===== src/rtl/fetch_ctrl.sv =====
`default_nettype none
// ============================================================================
// Module   : fetch_ctrl
// Brief    : Instruction-fetch sequencer: PC, IF/ID register, branch/jump
//            redirect, load-use stall hold and start/halt run control.
//            Optional macro FETCH_PERF_CNT_EN builds saturating perf counters.
// Revision : 1.0 - initial release
// ============================================================================
module fetch_ctrl #(
    parameter int            AW       = 6,
    parameter int            DW       = 32,
    parameter logic [AW-1:0] RESET_PC = 'h01
) (
    input  logic          clk,
    input  logic          rst,
    input  logic          start,
    input  logic          halt_req,
    input  logic          stall,
    input  logic          br_taken,
    input  logic [AW-1:0] br_target,
    input  logic          jmp,
    input  logic [AW-1:0] jmp_target,
    output logic [AW-1:0] rom_addr,
    input  logic [DW-1:0] rom_inst,
    output logic [DW-1:0] if_id_inst,
    output logic [AW-1:0] if_id_pc,
    output logic          if_id_valid,
    output logic          flush_idex,
    output logic          fetch_busy,
    output logic [15:0]   cnt_fetch,
    output logic [15:0]   cnt_flush,
    output logic [15:0]   cnt_stall
);

    localparam logic [1:0] c_IDLE = 2'd0;
    localparam logic [1:0] c_RUN  = 2'd1;
    localparam logic [1:0] c_HALT = 2'd2;

    logic [1:0]    r_state;
    logic [AW-1:0] r_pc;
    logic [DW-1:0] r_inst;
    logic [AW-1:0] r_ifpc;
    logic          r_valid;
    logic          w_run;

    assign w_run       = (r_state == c_RUN);
    assign rom_addr    = r_pc;
    assign flush_idex  = br_taken && w_run;
    assign fetch_busy  = w_run;
    assign if_id_inst  = r_inst;
    assign if_id_pc    = r_ifpc;
    assign if_id_valid = r_valid;

    always_ff @(posedge clk) begin
        if (rst) begin
            r_state <= c_IDLE;
            r_pc    <= RESET_PC;
            r_inst  <= '0;
            r_ifpc  <= '0;
            r_valid <= 1'b0;
        end else begin
            case (r_state)
                c_IDLE, c_HALT: begin
                    // pc stays frozen so HALT resumes exactly where it stopped
                    r_inst  <= '0;
                    r_ifpc  <= '0;
                    r_valid <= 1'b0;
                    if (start) r_state <= c_RUN;
                end
                c_RUN: begin
                    if (halt_req) begin
                        r_state <= c_HALT;
                        r_inst  <= '0;
                        r_ifpc  <= '0;
                        r_valid <= 1'b0;
                    end else if (br_taken) begin
                        r_pc    <= br_target;
                        r_inst  <= '0;
                        r_ifpc  <= '0;
                        r_valid <= 1'b0;
                    end else if (stall) begin
                        // hold everything; a pending jmp is re-presented later
                        r_pc    <= r_pc;
                    end else if (jmp) begin
                        r_pc    <= jmp_target;
                        r_inst  <= '0;
                        r_ifpc  <= '0;
                        r_valid <= 1'b0;
                    end else begin
                        r_inst  <= rom_inst;
                        r_ifpc  <= r_pc;
                        r_valid <= 1'b1;
                        r_pc    <= r_pc + {{(AW-1){1'b0}}, 1'b1};
                    end
                end
                default: r_state <= c_IDLE;
            endcase
        end
    end

`ifdef FETCH_PERF_CNT_EN
    logic        w_ev_fetch;
    logic        w_ev_flush;
    logic        w_ev_stall;
    logic [15:0] r_cnt_fetch;
    logic [15:0] r_cnt_flush;
    logic [15:0] r_cnt_stall;

    // Events mirror the RUN priority chain so each edge counts at most once
    assign w_ev_fetch = w_run && !halt_req && !br_taken && !stall && !jmp;
    assign w_ev_flush = w_run && !halt_req && (br_taken || (!stall && jmp));
    assign w_ev_stall = w_run && !halt_req && !br_taken && stall;

    always_ff @(posedge clk) begin
        if (rst) begin
            r_cnt_fetch <= '0;
            r_cnt_flush <= '0;
            r_cnt_stall <= '0;
        end else begin
            if (w_ev_fetch && (r_cnt_fetch != 16'hFFFF)) r_cnt_fetch <= r_cnt_fetch + 16'd1;
            if (w_ev_flush && (r_cnt_flush != 16'hFFFF)) r_cnt_flush <= r_cnt_flush + 16'd1;
            if (w_ev_stall && (r_cnt_stall != 16'hFFFF)) r_cnt_stall <= r_cnt_stall + 16'd1;
        end
    end

    assign cnt_fetch = r_cnt_fetch;
    assign cnt_flush = r_cnt_flush;
    assign cnt_stall = r_cnt_stall;
`else
    assign cnt_fetch = 16'd0;
    assign cnt_flush = 16'd0;
    assign cnt_stall = 16'd0;
`endif

endmodule
`default_nettype wire


===== config.mk =====
export PLATFORM = sky130hd
export DESIGN_NAME = fetch_ctrl
export DESIGN_NICKNAME = d
export VERILOG_FILES = /design/src/rtl/fetch_ctrl.sv
export SDC_FILE = /design/constraint.sdc
export NUM_CORES = 1
export LEC_CHECK = 0
export BUFFER_PORTS_ARGS = -buffer_cell sky130_fd_sc_hd__buf_2
export CAP_MARGIN = 20
export CORE_MARGIN = 5
export CORE_UTILIZATION = 44
export CTS_BUF_LIST = sky130_fd_sc_hd__clkbuf_4 sky130_fd_sc_hd__clkbuf_8
export DETAILED_ROUTE_END_ITERATION = 10
export PLACE_DENSITY_LB_ADDON = 0.1
export SYNTH_ARGS = -nofsm -noshare
export SYNTH_HDL_FRONTEND = slang
export SYNTH_SLANG_ARGS = --single-unit

===== constraint.sdc =====
create_clock -name clk -period 1.7 [get_ports clk]
set_clock_uncertainty 0.05 [all_clocks]
set_input_delay 0.17 -clock clk [delete_from_list [all_inputs] [get_ports clk]]
set_output_delay 0.17 -clock clk [all_outputs]
set_load 0.02 [all_outputs]

==> results of run 1 <==
sequential cells by signal, summed over array words and instances, names as in the netlist:
name,cells
if_id_valid,1
r_state,2
rom_addr,6
if_id_pc,6
if_id_inst,32
per-layer routing:
layer	part of all wire [%]	vias to the layer above	GRT usage, %
met5	0	-	0
met4	0.44	0	3.987
met3	9.8	2	5.857
met1	42	928	19.59
li1	-	1063	-
met2	47	81	25.16
placed cells by master (no fill, tap or decap), types with 5 or more instances in the layout:
cell and instances:
nor2_1 5, a21oi_1 6, nand3_1 39, o21ai_0 46, dfxtp_1 47, nand2_1 47, buf_4 6, buf_2 97
clkbuf_8 5, conb_1 48
kinds of logic (layout without fill, tap and decap cells):
kind of cell    count (synthesis)  after routing
compound gates                 62             62
buf+inv                        70            115
fa+ha+maj                       1              1
xor+xnor                        1              1
mux                             2              2
flops                          47             47
other cells                     1             48
simple gates                  107            107
tightest hold or removal path, delay by kind of cell:
kind	cells	cell delay [ps]
buffers and inverters	1	70
AOI/OAI and AO/OA	1	60
and+or+nand+nor	1	50
power by group through the flow:
stage | Sequential [mW] | Combinational, mW | Clock, mW
after CTS | 1.12 | 0.293 | 0.830
after global routing | 1.13 | 0.329 | 0.873
final | 1.12 | 0.298 | 0.789
after detailed placement | 1.15 | 0.292 | 0
after floorplan | 1.16 | 0.270 | 0
after global placement | 1.15 | 0.293 | 0
path summary, 6_finish.rpt:
kind | slack, ps | to | from | cells after the start
min | 40 | if_id_inst[7] | rom_inst[7] | 3
min reg2reg | 400 | if_id_inst[26] | if_id_inst[26] | 2
max reg2reg | 140 | rom_addr[5] | r_state[1] | 4
max | 140 | rom_addr[5] | r_state[1] | 4
cell type report:
type | instances | area [um^2]
Sequential cell | 47 | 940.9
Timing Repair Buffer | 106 | 586.8
Clock buffer | 6 | 76.32
Fill cell | 517 | 2287
Multi-Input combinational cell | 221 | 1091
Inverter | 2 | 7.507
Clock inverter | 1 | 30.03
Tap cell | 70 | 87.58
==> flow_metrics.env, run 1 <==
export IMPL_outcome="completed"
export IMPL_crit_type="reg -> reg"
export IMPL_power_share_switching_pct=25.42
export IMPL_synth_seq_cells=47
export IMPL_cp_num_buf_inv=0
export IMPL_maxCapViolCount=0
export IMPL_synth_main_ff_cell="dfxtp_1"
export IMPL_rows=26
export IMPL_dpl_hpwl_um=3941
export IMPL_io_buffers=97
export IMPL_crit_slowest_cell="or3b_4"
export IMPL_grt_max_degree=45
export IMPL_synth_top_cell_area_share_pct=40.71
export IMPL_diodes=0
export IMPL_tns_ps=0
export IMPL_synth_compound_area_share_pct=15.21
export IMPL_htreeDepth=2
export IMPL_synth_mux_area_share_pct=0.8663
export IMPL_final_min_clock_period_ps=1563
export IMPL_cts_setup_buffers=0
export IMPL_finalSetupViolCount=0
export IMPL_yosys_warnings=0
export IMPL_synth_area_leaders="dfxtp_1, buf_4, o21ai_0, nand3_1, nand2_1"
export IMPL_drtIter0Drc=71
export IMPL_seqPwrFrac_pct=50.9
export IMPL_async_flop_share_pct=0
export IMPL_crit_chain="or3b_4 -> a21oi_4 -> o21ai_0 -> a32o_1"
export IMPL_end_kind="flip-flop"
export IMPL_slew_viol_final=0
export IMPL_post_route_drc_count=0
export IMPL_finalWirelength_um=5667
export IMPL_synth_simple_gate_area_share_pct=21.93
export IMPL_initial_utilization_pct=45.25
export IMPL_syn2layout_area_growth_pct=22.04
export IMPL_cp_required_ps=1830
export IMPL_postCtsHoldBufs=0
export IMPL_hold_viol_final=0
export IMPL_num_vias=2074
export IMPL_yosys_top_cells_count="buf_4, dfxtp_1, nand2_1"
export IMPL_die_w_um=82.47
export IMPL_power_switching_mw=0.5619
export IMPL_placement_cell_area_um2=2663
export IMPL_synthDistinctLibCells=32
export IMPL_cts_sinks=47
export IMPL_max_freq_mhz=639.6
export IMPL_synth_top_area_cell="dfxtp_1"
export IMPL_holdWs_ps=43.42
export IMPL_die_h_um=82.47
export IMPL_ant_nets=0
export IMPL_synth_top_family_by_area="simple AND/OR/NAND/NOR gates"
export IMPL_cell_internal_pwr_mw=1.649
export IMPL_gp_congestion=0.7203
export IMPL_grt_pass1_vias=1815
export IMPL_core_area_um2=5107
export IMPL_cp_arrival_ps=1700
export IMPL_post_synth_top_count_cell="buf_4"
export IMPL_seq_area_frac_synth_pct=40.71
export IMPL_dp_slack_ps=128.4
export IMPL_powerDensity_nw_per_um2=783.8
export IMPL_path_max_fanout=8
export IMPL_io_pins=146
export IMPL_synth_xor_area_share_pct=0.3790
export IMPL_p_clk_share_pct=35.7
export IMPL_peakVddDrop_v=0.0003527
export IMPL_rsz0062_at_grt="no"
export IMPL_syn_avg_cell_area_um2=7.941
export IMPL_netlist_instances=291
export IMPL_clk_pin_slew_ps=80
export IMPL_layout_setup_ws_ps=136.6
export IMPL_worstHoldPathType="in -> reg"
export IMPL_nets=435
export IMPL_routedWlPerCell_um=12.51
export IMPL_comb_power_share_pct=13.5
export IMPL_p_leak_nw=1.309
export IMPL_grt_overflow_total=0
export IMPL_grt_total_usage_pct=15.61
export IMPL_fin_util_pct=55.22
export IMPL_clk_latency_ps=280
export IMPL_worstSetupStartpointType="flip-flop"
export IMPL_vias_per_cell=4.578
export IMPL_synth_edf_count=0
export IMPL_layout_drive_gt1_share_pct=30.81
export IMPL_clockBufferDepth=2
export IMPL_grt_antenna_before_repair=0
export IMPL_crit_path_max_incr_delay_ps=460
export IMPL_post_cts_resized=0
export IMPL_final_area_um2=2820
export IMPL_first_pass_iters=4
export IMPL_numCtsBuffers=5
export IMPL_tritoncts="built"
export IMPL_die_area_um2=6801
export IMPL_grt_pass1_wl_um=8266
export IMPL_final_cells=453
export IMPL_cp_top_family="compound AO/OA/AOI/OAI gates"
export IMPL_syn_cell_area_um2=2311
export IMPL_yosys_area_share_adder_pct=0.5414
export IMPL_place_inst=442
export IMPL_finalPower_mw=2.210
export IMPL_root_buffer="clkbuf_8"
export IMPL_fin_crit_sh_pct=91.97
Note: power is estimated with default switching activity, not from simulation.
==> inputs of run 2 (changes only) <==
Settings changed: REMOVE_ABC_BUFFERS set to 1.
==> flow_metrics.env, run 2 (synthesis gave the netlist of run 1 again) <==
export IMPL_outcome="completed"
export IMPL_post_route_drc_count=0
export IMPL_clk_latency_ps=290
export IMPL_wl_met2_um=2461
export IMPL_tritoncts="built"
export IMPL_io_pins=146
export IMPL_finalSetupViolCount=0
export IMPL_grt_max_degree=38
export IMPL_slew_viol_final=0
export IMPL_layout_common_cells="buf_2, conb_1, nand2_1, dfxtp_1, o21ai_0"
export IMPL_vias_per_cell=4.528
export IMPL_grt_overflow_total=0
export IMPL_grt_pass1_vias=1881
export IMPL_holdWs_ps=36.10
export IMPL_multiInputGateArea_um2=1091
export IMPL_grt_total_usage_pct=15.37
export IMPL_ff_latch_area_um2=940.9
export IMPL_core_area_um2=5107
export IMPL_first_pass_iters=4
export IMPL_root_buffer="clkbuf_8"
export IMPL_diodes=0
export IMPL_largest_reg_flops=32
export IMPL_tns_ps=0
export IMPL_p_leak_nw=1.304
export IMPL_rows=26
export IMPL_fin_util_pct=54.90
export IMPL_met3_length_um=627
export IMPL_die_area_um2=6801
export IMPL_grt_antenna_before_repair=0
export IMPL_nFillCells=534
export IMPL_htreeDepth=2
export IMPL_io_buffers=97
export IMPL_initial_utilization_pct=45.25
export IMPL_numCtsBuffers=5
export IMPL_fin_crit_sh_pct=92.97
export IMPL_num_vias=2042
export IMPL_layout_cells_most_common="buf_2"
export IMPL_worstSetupStartpointType="flip-flop"
export IMPL_nets=433
export IMPL_die_w_um=82.47
export IMPL_syn2layout_area_growth_pct=21.33
export IMPL_final_cells=451
export IMPL_gp_congestion=0.7587
export IMPL_dpl_hpwl_um=4101
export IMPL_layout_drive_gt1_share_pct=30.45
export IMPL_grt_pass1_wl_um=8245
export IMPL_path_max_fanout=8
export IMPL_powerDensity_nw_per_um2=791.6
export IMPL_max_freq_mhz=632.7
export IMPL_ant_nets=0
export IMPL_rsz0062_at_grt="no"
export IMPL_finalWirelength_um=5503
export IMPL_peakVddDrop_v=0.0003234
export IMPL_cts_sinks=47
export IMPL_maxCapViolCount=0
export IMPL_clk_pin_slew_ps=80
export IMPL_place_inst=444
export IMPL_clockBufferDepth=2
export IMPL_routedWlPerCell_um=12.20
export IMPL_crit_type="reg -> reg"
export IMPL_cp_required_ps=1840
export IMPL_postCtsHoldBufs=0
export IMPL_end_kind="flip-flop"
export IMPL_top_layer_used="met4"
export IMPL_worstHoldPathType="in -> reg"
export IMPL_met1_length_um=2378
export IMPL_final_min_clock_period_ps=1580
export IMPL_hold_viol_final=0
export IMPL_drtIter0Drc=57
export IMPL_finalPower_mw=2.219
export IMPL_die_h_um=82.47
export IMPL_cp_arrival_ps=1720
==> run 2: critical path: stages, from the launching register on <==
cell and delay (ps):
dfxtp_1 360, or3b_4 460, a21oi_4 220, o21ai_0 120, a32o_1 260
==> run 2: layout make-up <==
class                   count  area share (%)
multi-input cells         221           38.91
flip-flops and latches     47           33.56
repair buffers            104           20.35
well taps                  70           3.124
clock buffers               6           2.722
clock inverters             1           1.071
inverters                   2          0.2677
==> run 2: final timing paths <==
kind | start | end | slack (ps) | depth (start not counted)
max | r_state[1] | rom_addr[5] | 120 | 4
min | rom_inst[21] | if_id_inst[21] | 40 | 3
max reg2reg | r_state[1] | rom_addr[5] | 120 | 4
min reg2reg | if_id_inst[16] | if_id_inst[16] | 410 | 2
==> run 2: through the flow <==
step,worst slack (ps),instance area (um^2)
6_report,119.6,2804
5_1_grt,10.41,2804
4_1_cts,105.4,2796
3_5_place_dp,117.2,2690
3_3_place_gp,131.8,2690
2_1_floorplan,-1400,2028
==> run 2: layer usage <==
metal	track usage, %	vias to the layer above
li1	-	1058
met1	18.35	883
met2	26.36	97
met3	5.098	4
met4	3.987	0
met5	0	-
==> run 2: power by group <==
group	total, mW	switching (mW)	internal [mW]	leakage (nW)
clock	0.794	0.347	0.447	0.0547
combinational	0.301	0.209	0.0918	0.870
sequential	1.12	0.0118	1.11	0.379
total	2.22	0.568	1.65	1.30
==> run 2: timing repair <==
action | CTS | global route
buffers inserted | 0 | 0
endpoints found under the hold margin | 0 | 0
setup endpoints to repair | 0 | 3
resized for setup | 0 | 2
==> inputs of run 3 (changes only) <==
--- a/config.mk
+++ b/config.mk
@@ -10,3 +10,3 @@
 export CORE_MARGIN = 5
-export CORE_UTILIZATION = 44
+export CORE_UTILIZATION = 40
 export CTS_BUF_LIST = sky130_fd_sc_hd__clkbuf_4 sky130_fd_sc_hd__clkbuf_8
==> constraint.sdc (replaced) <==
create_clock -name clk -period 1.4 [get_ports clk]
set_clock_uncertainty 0.05 [all_clocks]
set_input_delay 0.14 -clock clk [delete_from_list [all_inputs] [get_ports clk]]
set_output_delay 0.14 -clock clk [all_outputs]
set_load 0.005 [all_outputs]
==> flow_metrics.env, run 3 (synthesis gave the netlist of run 1 again) <==
export IMPL_outcome="finished with violations"
export IMPL_violations="negative setup slack"
export IMPL_initial_utilization_pct=41.46
export IMPL_timing_rr_start="r_state[0]"
export IMPL_rows=27
export IMPL_r2r_end="rom_addr[0]"
export IMPL_root_buffer="clkbuf_8"
export IMPL_num_vias=2153
export IMPL_first_pass_iters=5
export IMPL_clk_latency_ps=290
export IMPL_die_area_um2=7398
export IMPL_grt_pass1_wl_um=9204
export IMPL_max_freq_mhz=627.9
export IMPL_fin_util_pct=57.44
export IMPL_tritoncts="built"
export IMPL_end_kind="flip-flop"
export IMPL_core_area_um2=5574
export IMPL_nets=457
export IMPL_clk_pin_slew_ps=90
export IMPL_hold_viol_final=0
export IMPL_slew_viol_final=0
export IMPL_die_h_um=86.01
export IMPL_min_delay_start="rom_inst[28]"
export IMPL_worstHoldPathType="in -> reg"
export IMPL_crit_path_max_incr_delay_ps=410
export IMPL_nFillCells=515
export IMPL_htreeDepth=2
export IMPL_grt_total_usage_pct=15.34
export IMPL_grt_antenna_before_repair=0
export IMPL_powerDensity_nw_per_um2=801.8
export IMPL_post_route_drc_count=0
export IMPL_io_pins=146
export IMPL_layout_cells_most_common="buf_2"
export IMPL_crit_slowest_cell="or3b_4"
export IMPL_dpl_hpwl_um=4395
export IMPL_cts_sinks=47
export IMPL_finalSetupViolCount=45
export IMPL_hold_end="if_id_inst[28]"
export IMPL_cp_arrival_ps=1730
export IMPL_grt_pass1_vias=2019
export IMPL_maxCapViolCount=0
export IMPL_holdWs_ps=14.13
export IMPL_peakVddDrop_v=0.0004194
export IMPL_fin_crit_sh_pct=113.8
export IMPL_layout_setup_ws_ps=-192.6
export IMPL_drtIter0Drc=69
export IMPL_vias_per_cell=4.504
export IMPL_gp_congestion=0.7832
export IMPL_layout_drive_gt1_share_pct=40.15
export IMPL_numCtsBuffers=5
export IMPL_rsz0062_at_grt="yes"
export IMPL_crit_type="reg -> reg"
export IMPL_cp_required_ps=1540
export IMPL_hold_path_depth=3
export IMPL_crit_chain="or3b_4 -> buf_6 -> a21oi_4 -> nand2_1 -> a221o_1"
export IMPL_p_leak_nw=1.437
export IMPL_r2r_slack_ps=-190
export IMPL_largest_reg_flops=32
export IMPL_grt_max_degree=61
export IMPL_io_buffers=97
export IMPL_rr_worst_depth=5
export IMPL_routedWlPerCell_um=13.04
export IMPL_finalWirelength_um=6232
export IMPL_final_min_clock_period_ps=1593
export IMPL_diodes=0
export IMPL_clockBufferDepth=2
export IMPL_ant_nets=0
export IMPL_grt_overflow_total=0
export IMPL_worstSetupStartpointType="flip-flop"
export IMPL_die_w_um=86.01
export IMPL_path_max_fanout=4
export IMPL_syn2layout_area_growth_pct=38.55
export IMPL_layout_common_cells="buf_2, conb_1, nand2_1, dfxtp_1, o21ai_1"
==> run 3: changes by cell type in the layout (fill, tap and decap cells not counted), sizes merged <==
cell         previous run  this run
clkinv                  0         1
dlygate4sd3             0         3
clkbuf                  6        10
buf                   104       122
bufinv                  1         0
==> run 3: area by class of cell <==
class / count / area (um^2) / share of cell area [%]
well taps: 72 / 90.09 / 2.814
inverters: 2 / 7.507 / 0.2345
repair buffers: 128 / 855.8 / 26.73
flip-flops and latches: 47 / 942.2 / 29.43
clock buffers: 7 / 90.09 / 2.814
clock inverters: 1 / 8.758 / 0.2735
multi-input cells: 221 / 1207 / 37.71
==> run 3: worst max-delay path by stage <==
stage	start	endpoint	cells past startpoint
after floorplan	r_state[1]	if_id_inst[0]	2
after global placement	r_state[1]	if_id_pc[5]	5
after detailed placement	r_state[1]	if_id_inst[26]	5
after CTS	r_state[0]	if_id_pc[1]	6
after global routing	r_state[0]	if_id_inst[20]	6
final	r_state[0]	rom_addr[0]	5
==> run 3: worst max-delay path, delay by kind of cell (launching register included) <==
kind            cells  cell delay (ps)
flops               1              330
buf+inv             1              140
simple gates        2              490
compound gates      2              480
==> run 3: report_power, final <==
| part | internal [mW] | switching [mW] | leakage [nW] |
|---|---|---|---|
| Sequential | 1.35 | 0.00922 | 0.380 |
| Clock | 0.425 | 0.448 | 0.0519 |
| Combinational | 0.151 | 0.183 | 1.01 |
| Total | 1.93 | 0.640 | 1.44 |
==> run 3: timing repair <==
item,CTS,global route
pin swaps,4,10
endpoints found under the setup margin,42,46
cloned,1,3
gates resized for setup,25,44
endpoints found under the hold margin,3,0
hold buffers,3,0
buffers inserted,2,1
==> run 3: layer usage <==
| metal | part of all wire (%) | track usage (%) | vias up |
|---|---|---|---|
| met2 | 45 | 24.95 | 92 |
| li1 | - | - | 1109 |
| met5 | 0 | 0 | - |
| met3 | 8.0 | 4.035 | 6 |
| met4 | 1.2 | 4.460 | 0 |
| met1 | 46 | 19.91 | 946 |
==> run 3: per-stage QoR <==
| stage | power, mW | instances | setup WS (ps) | cell area, um^2 | setup TNS (ps) |
|---|---|---|---|---|---|
| final | 2.567 | 478 | -192.6 | 3202 | -5300 |
| after global routing | 2.705 | 478 | -215.6 | 3202 | -8732 |
| after CTS | 2.575 | 474 | -73.98 | 2999 | -2185 |
| after detailed placement | 1.683 | 460 | -137.5 | 2810 | -4411 |
| after global placement | 1.684 | 460 | -96.09 | 2810 | -3110 |
| after floorplan | 1.513 | 270 | -1700 | 2028 | -66400 |
